**src/rtl/matrix_storage_arbiter.sv**
```systemverilog
// Session-level round-robin arbiter that shares one matrix storage manager between
// NUM_CLIENTS requesters, steering the granted client's handshakes for a whole session.
module matrix_storage_arbiter #(
    parameter int NUM_CLIENTS = 3,
    parameter int DATA_WIDTH  = 32
) (
    input  logic                             clk,
    input  logic                             rst,
    input  logic [NUM_CLIENTS-1:0]           cl_req,
    input  logic [NUM_CLIENTS-1:0]           cl_op,
    input  logic [3*NUM_CLIENTS-1:0]         cl_matrix_id,
    input  logic [8*NUM_CLIENTS-1:0]         cl_rows,
    input  logic [8*NUM_CLIENTS-1:0]         cl_cols,
    input  logic [64*NUM_CLIENTS-1:0]        cl_name,
    input  logic [DATA_WIDTH*NUM_CLIENTS-1:0] cl_wdata,
    input  logic [NUM_CLIENTS-1:0]           cl_wvalid,
    input  logic [NUM_CLIENTS-1:0]           cl_rdata_req,
    output logic [NUM_CLIENTS-1:0]           cl_grant,
    output logic [NUM_CLIENTS-1:0]           cl_done,
    output logic [NUM_CLIENTS-1:0]           cl_rmeta_valid,
    output logic [NUM_CLIENTS-1:0]           cl_rdata_valid,
    output logic                             sm_write_req,
    output logic                             sm_read_req,
    output logic [2:0]                       sm_matrix_id,
    output logic [7:0]                       sm_write_rows,
    output logic [7:0]                       sm_write_cols,
    output logic [63:0]                      sm_write_name,
    output logic [DATA_WIDTH-1:0]            sm_write_data,
    output logic                             sm_write_data_valid,
    output logic                             sm_read_data_req,
    input  logic                             sm_write_done,
    input  logic                             sm_writer_ready,
    input  logic                             sm_read_done,
    input  logic                             sm_reader_ready,
    input  logic                             sm_read_meta_valid,
    input  logic                             sm_read_data_valid
);
    localparam int IW = (NUM_CLIENTS > 1) ? $clog2(NUM_CLIENTS) : 1;

    typedef enum logic [1:0] {ST_IDLE, ST_ISSUE, ST_BUSY, ST_RELEASE} state_t;

    state_t                 r_state, w_next;
    logic [IW-1:0]          r_g, r_last, w_pick;
    logic                   w_found;
    logic                   r_op;
    logic [2:0]             r_id;
    logic [7:0]             r_rows, r_cols;
    logic [63:0]            r_name;
    logic [NUM_CLIENTS-1:0] r_grant, r_done;
    logic                   w_busy, w_ready, w_done_match;

    // Scan clients last+1, last+2, ... wrapping modulo NUM_CLIENTS; first requester wins.
    always_comb begin
        logic [IW:0] cand;
        w_pick  = r_last;
        w_found = 1'b0;
        cand    = '0;
        for (int unsigned k = 1; k <= NUM_CLIENTS; k++) begin
            cand = {1'b0, r_last} + (IW+1)'(k);
            if (cand >= (IW+1)'(NUM_CLIENTS))
                cand = cand - (IW+1)'(NUM_CLIENTS);
            if (!w_found && cl_req[cand[IW-1:0]]) begin
                w_found = 1'b1;
                w_pick  = cand[IW-1:0];
            end
        end
    end

    assign w_ready      = r_op ? sm_writer_ready : sm_reader_ready;
    assign w_done_match = r_op ? sm_write_done   : sm_read_done;
    assign w_busy       = (r_state == ST_BUSY);

    always_comb begin
        w_next = r_state;
        case (r_state)
            ST_IDLE:    if (w_found)      w_next = ST_ISSUE;
            ST_ISSUE:   if (w_ready)      w_next = ST_BUSY;
            ST_BUSY:    if (w_done_match) w_next = ST_RELEASE;
            ST_RELEASE:                   w_next = ST_IDLE;
            default:                      w_next = ST_IDLE;
        endcase
    end

    always_ff @(posedge clk or posedge rst) begin
        if (rst) r_state <= ST_IDLE;
        else     r_state <= w_next;
    end

    always_ff @(posedge clk or posedge rst) begin
        if (rst) begin
            r_g     <= '0;
            r_last  <= IW'(NUM_CLIENTS - 1);
            r_op    <= 1'b0;
            r_id    <= '0;
            r_rows  <= '0;
            r_cols  <= '0;
            r_name  <= '0;
            r_grant <= '0;
            r_done  <= '0;
        end else begin
            r_done <= '0;
            if (r_state == ST_IDLE && w_found) begin
                r_g     <= w_pick;
                r_op    <= cl_op[w_pick];
                r_id    <= cl_matrix_id[3*int'(w_pick) +: 3];
                r_rows  <= cl_rows[8*int'(w_pick) +: 8];
                r_cols  <= cl_cols[8*int'(w_pick) +: 8];
                r_name  <= cl_name[64*int'(w_pick) +: 64];
                r_grant <= NUM_CLIENTS'(1) << w_pick;
            end
            if (w_busy && w_done_match) begin
                r_grant <= '0;
                r_done  <= NUM_CLIENTS'(1) << r_g;
                r_last  <= r_g;
            end
        end
    end

    assign cl_grant      = r_grant;
    assign cl_done       = r_done;
    assign sm_write_req  = (r_state == ST_ISSUE) &&  r_op && sm_writer_ready;
    assign sm_read_req   = (r_state == ST_ISSUE) && !r_op && sm_reader_ready;
    assign sm_matrix_id  = r_id;
    assign sm_write_rows = r_rows;
    assign sm_write_cols = r_cols;
    assign sm_write_name = r_name;

    assign sm_write_data       = w_busy ? cl_wdata[DATA_WIDTH*int'(r_g) +: DATA_WIDTH] : '0;
    assign sm_write_data_valid = w_busy &&  r_op && cl_wvalid[r_g];
    assign sm_read_data_req    = w_busy && !r_op && cl_rdata_req[r_g];
    assign cl_rmeta_valid      = w_busy ? ({NUM_CLIENTS{sm_read_meta_valid}} & r_grant) : '0;
    assign cl_rdata_valid      = w_busy ? ({NUM_CLIENTS{sm_read_data_valid}} & r_grant) : '0;

endmodule

```
**config.mk**
```make
export PLATFORM = sky130hd
export DESIGN_NAME = matrix_storage_arbiter
export DESIGN_NICKNAME = d
export VERILOG_FILES = /design/src/rtl/matrix_storage_arbiter.sv
export SDC_FILE = /design/constraint.sdc
export NUM_CORES = 1
export LEC_CHECK = 0
export ABC_AREA = 0
export BUFFER_PORTS_ARGS = -buffer_cell sky130_fd_sc_hd__buf_2
export CAP_MARGIN = 20
export CORE_AREA = 2 2 195 197
export DETAILED_ROUTE_END_ITERATION = 16
export DIE_AREA = 0 0 197 199
export PLACE_DENSITY = 0.43
export SLEW_MARGIN = 20
export SYNTH_ARGS = -nofsm -noshare
export SYNTH_HDL_FRONTEND = slang
export SYNTH_SLANG_ARGS = --single-unit
```
**constraint.sdc**
```tcl
create_clock -name clk -period 2.95 [get_ports clk]
set_input_delay 0.4425 -clock clk [delete_from_list [all_inputs] [get_ports clk]]
set_output_delay 0.4425 -clock clk [all_outputs]
set_load 0.03 [all_outputs]
```
==> impl_metrics.ini <==
[die]
die_area_um2 = 39200
initial_utilization = 0.180
core_area_um2 = 37100
fp-row-count = 71
floorplan_die_height_um = 199
floorplan.die.width_um = 197
io-pin-count = 496

[power]
p_leak_nw = 5.11
vdd.ir_drop.worst_mv = 1.18
pwr_per_cell_area_nw_per_um2 = 1350

[synth]
synth.top_cell.area_share = 0.356
yosys-top-cells-area = dfrtp_1, mux2_2, a221o_1
synth_area_um2 = 6680
syn_inst = 639
number_of_enable_flip_flop_cells_after_synthesis = 0
post_synth.cell_area_avg_um2 = 10.4
synthesis.nets = 1011
synthesized_flop_and_latch_total = 96
synth_ff_type = dfrtp_1
ys_warn_count = 0
proportion_of_register_bits_with_asynchronous_set_or_reset_after_synthesis = 1.00
post_synth_num_cell_types = 35
synth_sequential_area_ratio = 0.360
synthDominantAreaCellType = dfrtp_1

[run]
maxCapViolations = 0

[setup_path]
critPathArrivalTime_ns = 3.13
worst_path_maximum_fanout = 21
cp_data_required_time_ns = 3.20
worst_setup_path_end_kind = flop
path_class = flop to flop
start_kind = flop

[route]
detailedRoute.firstIterationViolations = 278
remaining_drc_errors = 0
postRouteWirelength_um = 29300
route.detailed.wl_per_inst_um = 18.2
via_total_after_detailed_routing = 7372
ant_nets = 0
drt_pre_antenna_iters = 4
vias_per_cell = 4.59

[sta]
setup_repair_after_global_routing_missed_its_margin = true
portion_of_the_clock_cycle_consumed_by_the_worst_path_in_the_final_layout = 0.977
finalCriticalPeriod_ns = 2.88
timing_worst_slew_pin_value_ns = 0.643
hold_viol = 0
report.final.setup_viol = 0
max_freq_ghz = 0.347
fin_worst_skew_ns = 0.0182
worst_slack_ns = 0.0685
worst_relative_slew_slack = 0.570
timing_max_transition_violations_final = 0

[clock_tree]
tritoncts = yes
tritoncts.num_buffers = 9
post_cts_hold_buffer_count = 0
cts_h_tree_depth = 3
clkSlewWorstSetupHoldPaths_ns = 0.08
clock_path_buffers = 2
cts-root-buf = clkbuf_16
insertion_delay_ns = 0.38
tritoncts_num_sinks = 96

[place]
gp_routability_congestion = 0.688
place_worst_setup_slack_ns = -0.0308
port_buffers = 495
place_hpwl_um = 22000
placed_cells_incl_taps = 1586

[layout]
syn_to_final_growth_pct = 56.9
count_of_fill_cells_added_during_filler_insertion = 3997
layout_commonest_cell = buf_2
final_core_utilization = 0.282
post_layout_nonfiller_instances = 1606
layout-drive-gt1-share = 0.592
num-nets-final = 1497
most-common-layout-cells = buf_2, dfrtp_1, mux2_2

[worst_hold_path]
hold_path_class = primary input to async pin

[run_status]
run_status = complete, no violations

[global_routing]
antenna_found_initial = 2
grt_overflow_total = 0
first_pass_grt_wire_length_um = 41800
grt_start_max_net_pins = 46
track_usage = 0.140
first_global_vias = 7453
## final timing paths
check | slack [ns] | cells past startpoint | startpoint | to
worst max-delay path | 0.07 | 10 | r_last[1] | sm_write_cols[7]
worst min-delay path | 0.12 | 2 | rst | sm_write_name[23]
worst max register to register | 0.07 | 10 | r_last[1] | sm_write_cols[7]
worst min register to register | 0.51 | 1 | sm_write_cols[7] | sm_write_cols[7]
max in group asynchronous | 2.10 | 3 | rst | r_last[1]
min in group clk | 0.42 | 3 | cl_name[13] | sm_write_name[13]
## synthesized netlist by cell type (all sizes together) (2+ instances only)
| master | instances |
|---|---|
| dfrtp | 95 |
| mux2 | 88 |
| a221o | 84 |
| nor4b | 84 |
| nand2 | 42 |
| o21ai | 41 |
| mux2i | 38 |
| buf | 37 |
| clkbuf | 37 |
| and2 | 34 |
| and3 | 9 |
| a21oi | 7 |
| ha | 7 |
| inv | 7 |
| nor2 | 4 |
| nand3 | 3 |
| nor3b | 3 |
| a22oi | 2 |
| a31oi | 2 |
| nand2b | 2 |
| nor2b | 2 |
| nor3 | 2 |
## worst max-delay path: stages, from the launching register on
cell,delay [ns]
dfstp_2,0.55
inv_1,0.08
buf_4,0.14
ha_1,0.21
mux2_2,0.29
and2_1,0.22
a21oi_4,0.15
buf_12,0.13
bufbuf_16,0.32
mux2_2,0.35
a221o_1,0.31
## kinds of logic after synthesis
logic type,after synthesis,share of synthesized area
AO/OA/AOI/OAI,141,0.174
adder cells (fa/ha/maj),7,0.0131
buffers and inverters,81,0.0547
flip-flops,96,0.360
multiplexers,126,0.205
AND/OR/NAND/NOR,188,0.193
## report_power, final
part | switching (W) | internal, W
Combinational | 0.00603 | 0.00455
Clock | 0.000608 | 0.000693
Sequential | 0.000339 | 0.00194
## layer usage
layer	up-vias	wire, µm	GRT usage
li1	3470	-	-
met1	3538	11300	0.154
met2	319	15000	0.254
met3	45	1950	0.0339
met4	0	1060	0.0691
met5	-	0	0
## repair_timing
item | 4_1_cts | 5_1_grt
buffers inserted | 1 | 0
gates cloned | 1 | 0
pin swaps | 1 | 0
gates resized for setup | 2 | 5
setup endpoints to repair | 52 | 86
## state kept, by name, indices dropped and copies added (netlist names)
name,count
sm_write_cols,8
sm_matrix_id,3
sm_write_rows,8
cl_done,3
cl_grant,3
r_g,2
r_last,2
r_state,2
r_op,1
sm_write_name,64
## through the flow
step | power, W | hold slack, ns | setup TNS (ns) | area, µm²
2_1_floorplan | 0.00898 | 0.506 | 0 | 6680
3_3_place_gp | 0.0127 | 0.493 | 0 | 10100
3_5_place_dp | 0.0127 | 0.493 | -0.171 | 10100
4_1_cts | 0.0143 | 0.128 | 0 | 10400
5_1_grt | 0.0151 | 0.154 | -1.14 | 10500
6_report | 0.0142 | 0.115 | 0 | 10500
## cell type report
cell class / count / area (µm²) / share of cell area
Tap cell: 474 / 593 / 0.0566
Antenna cell: 2 / 5.00 / 0.000478
Inverter: 7 / 28.8 / 0.00275
Timing Repair Buffer: 549 / 3150 / 0.300
Sequential cell: 96 / 2400 / 0.230
Clock inverter: 6 / 72.6 / 0.00693
Multi-Input combinational cell: 462 / 3980 / 0.380
Clock buffer: 10 / 239 / 0.0228
Power figures use the tool's default switching activity.
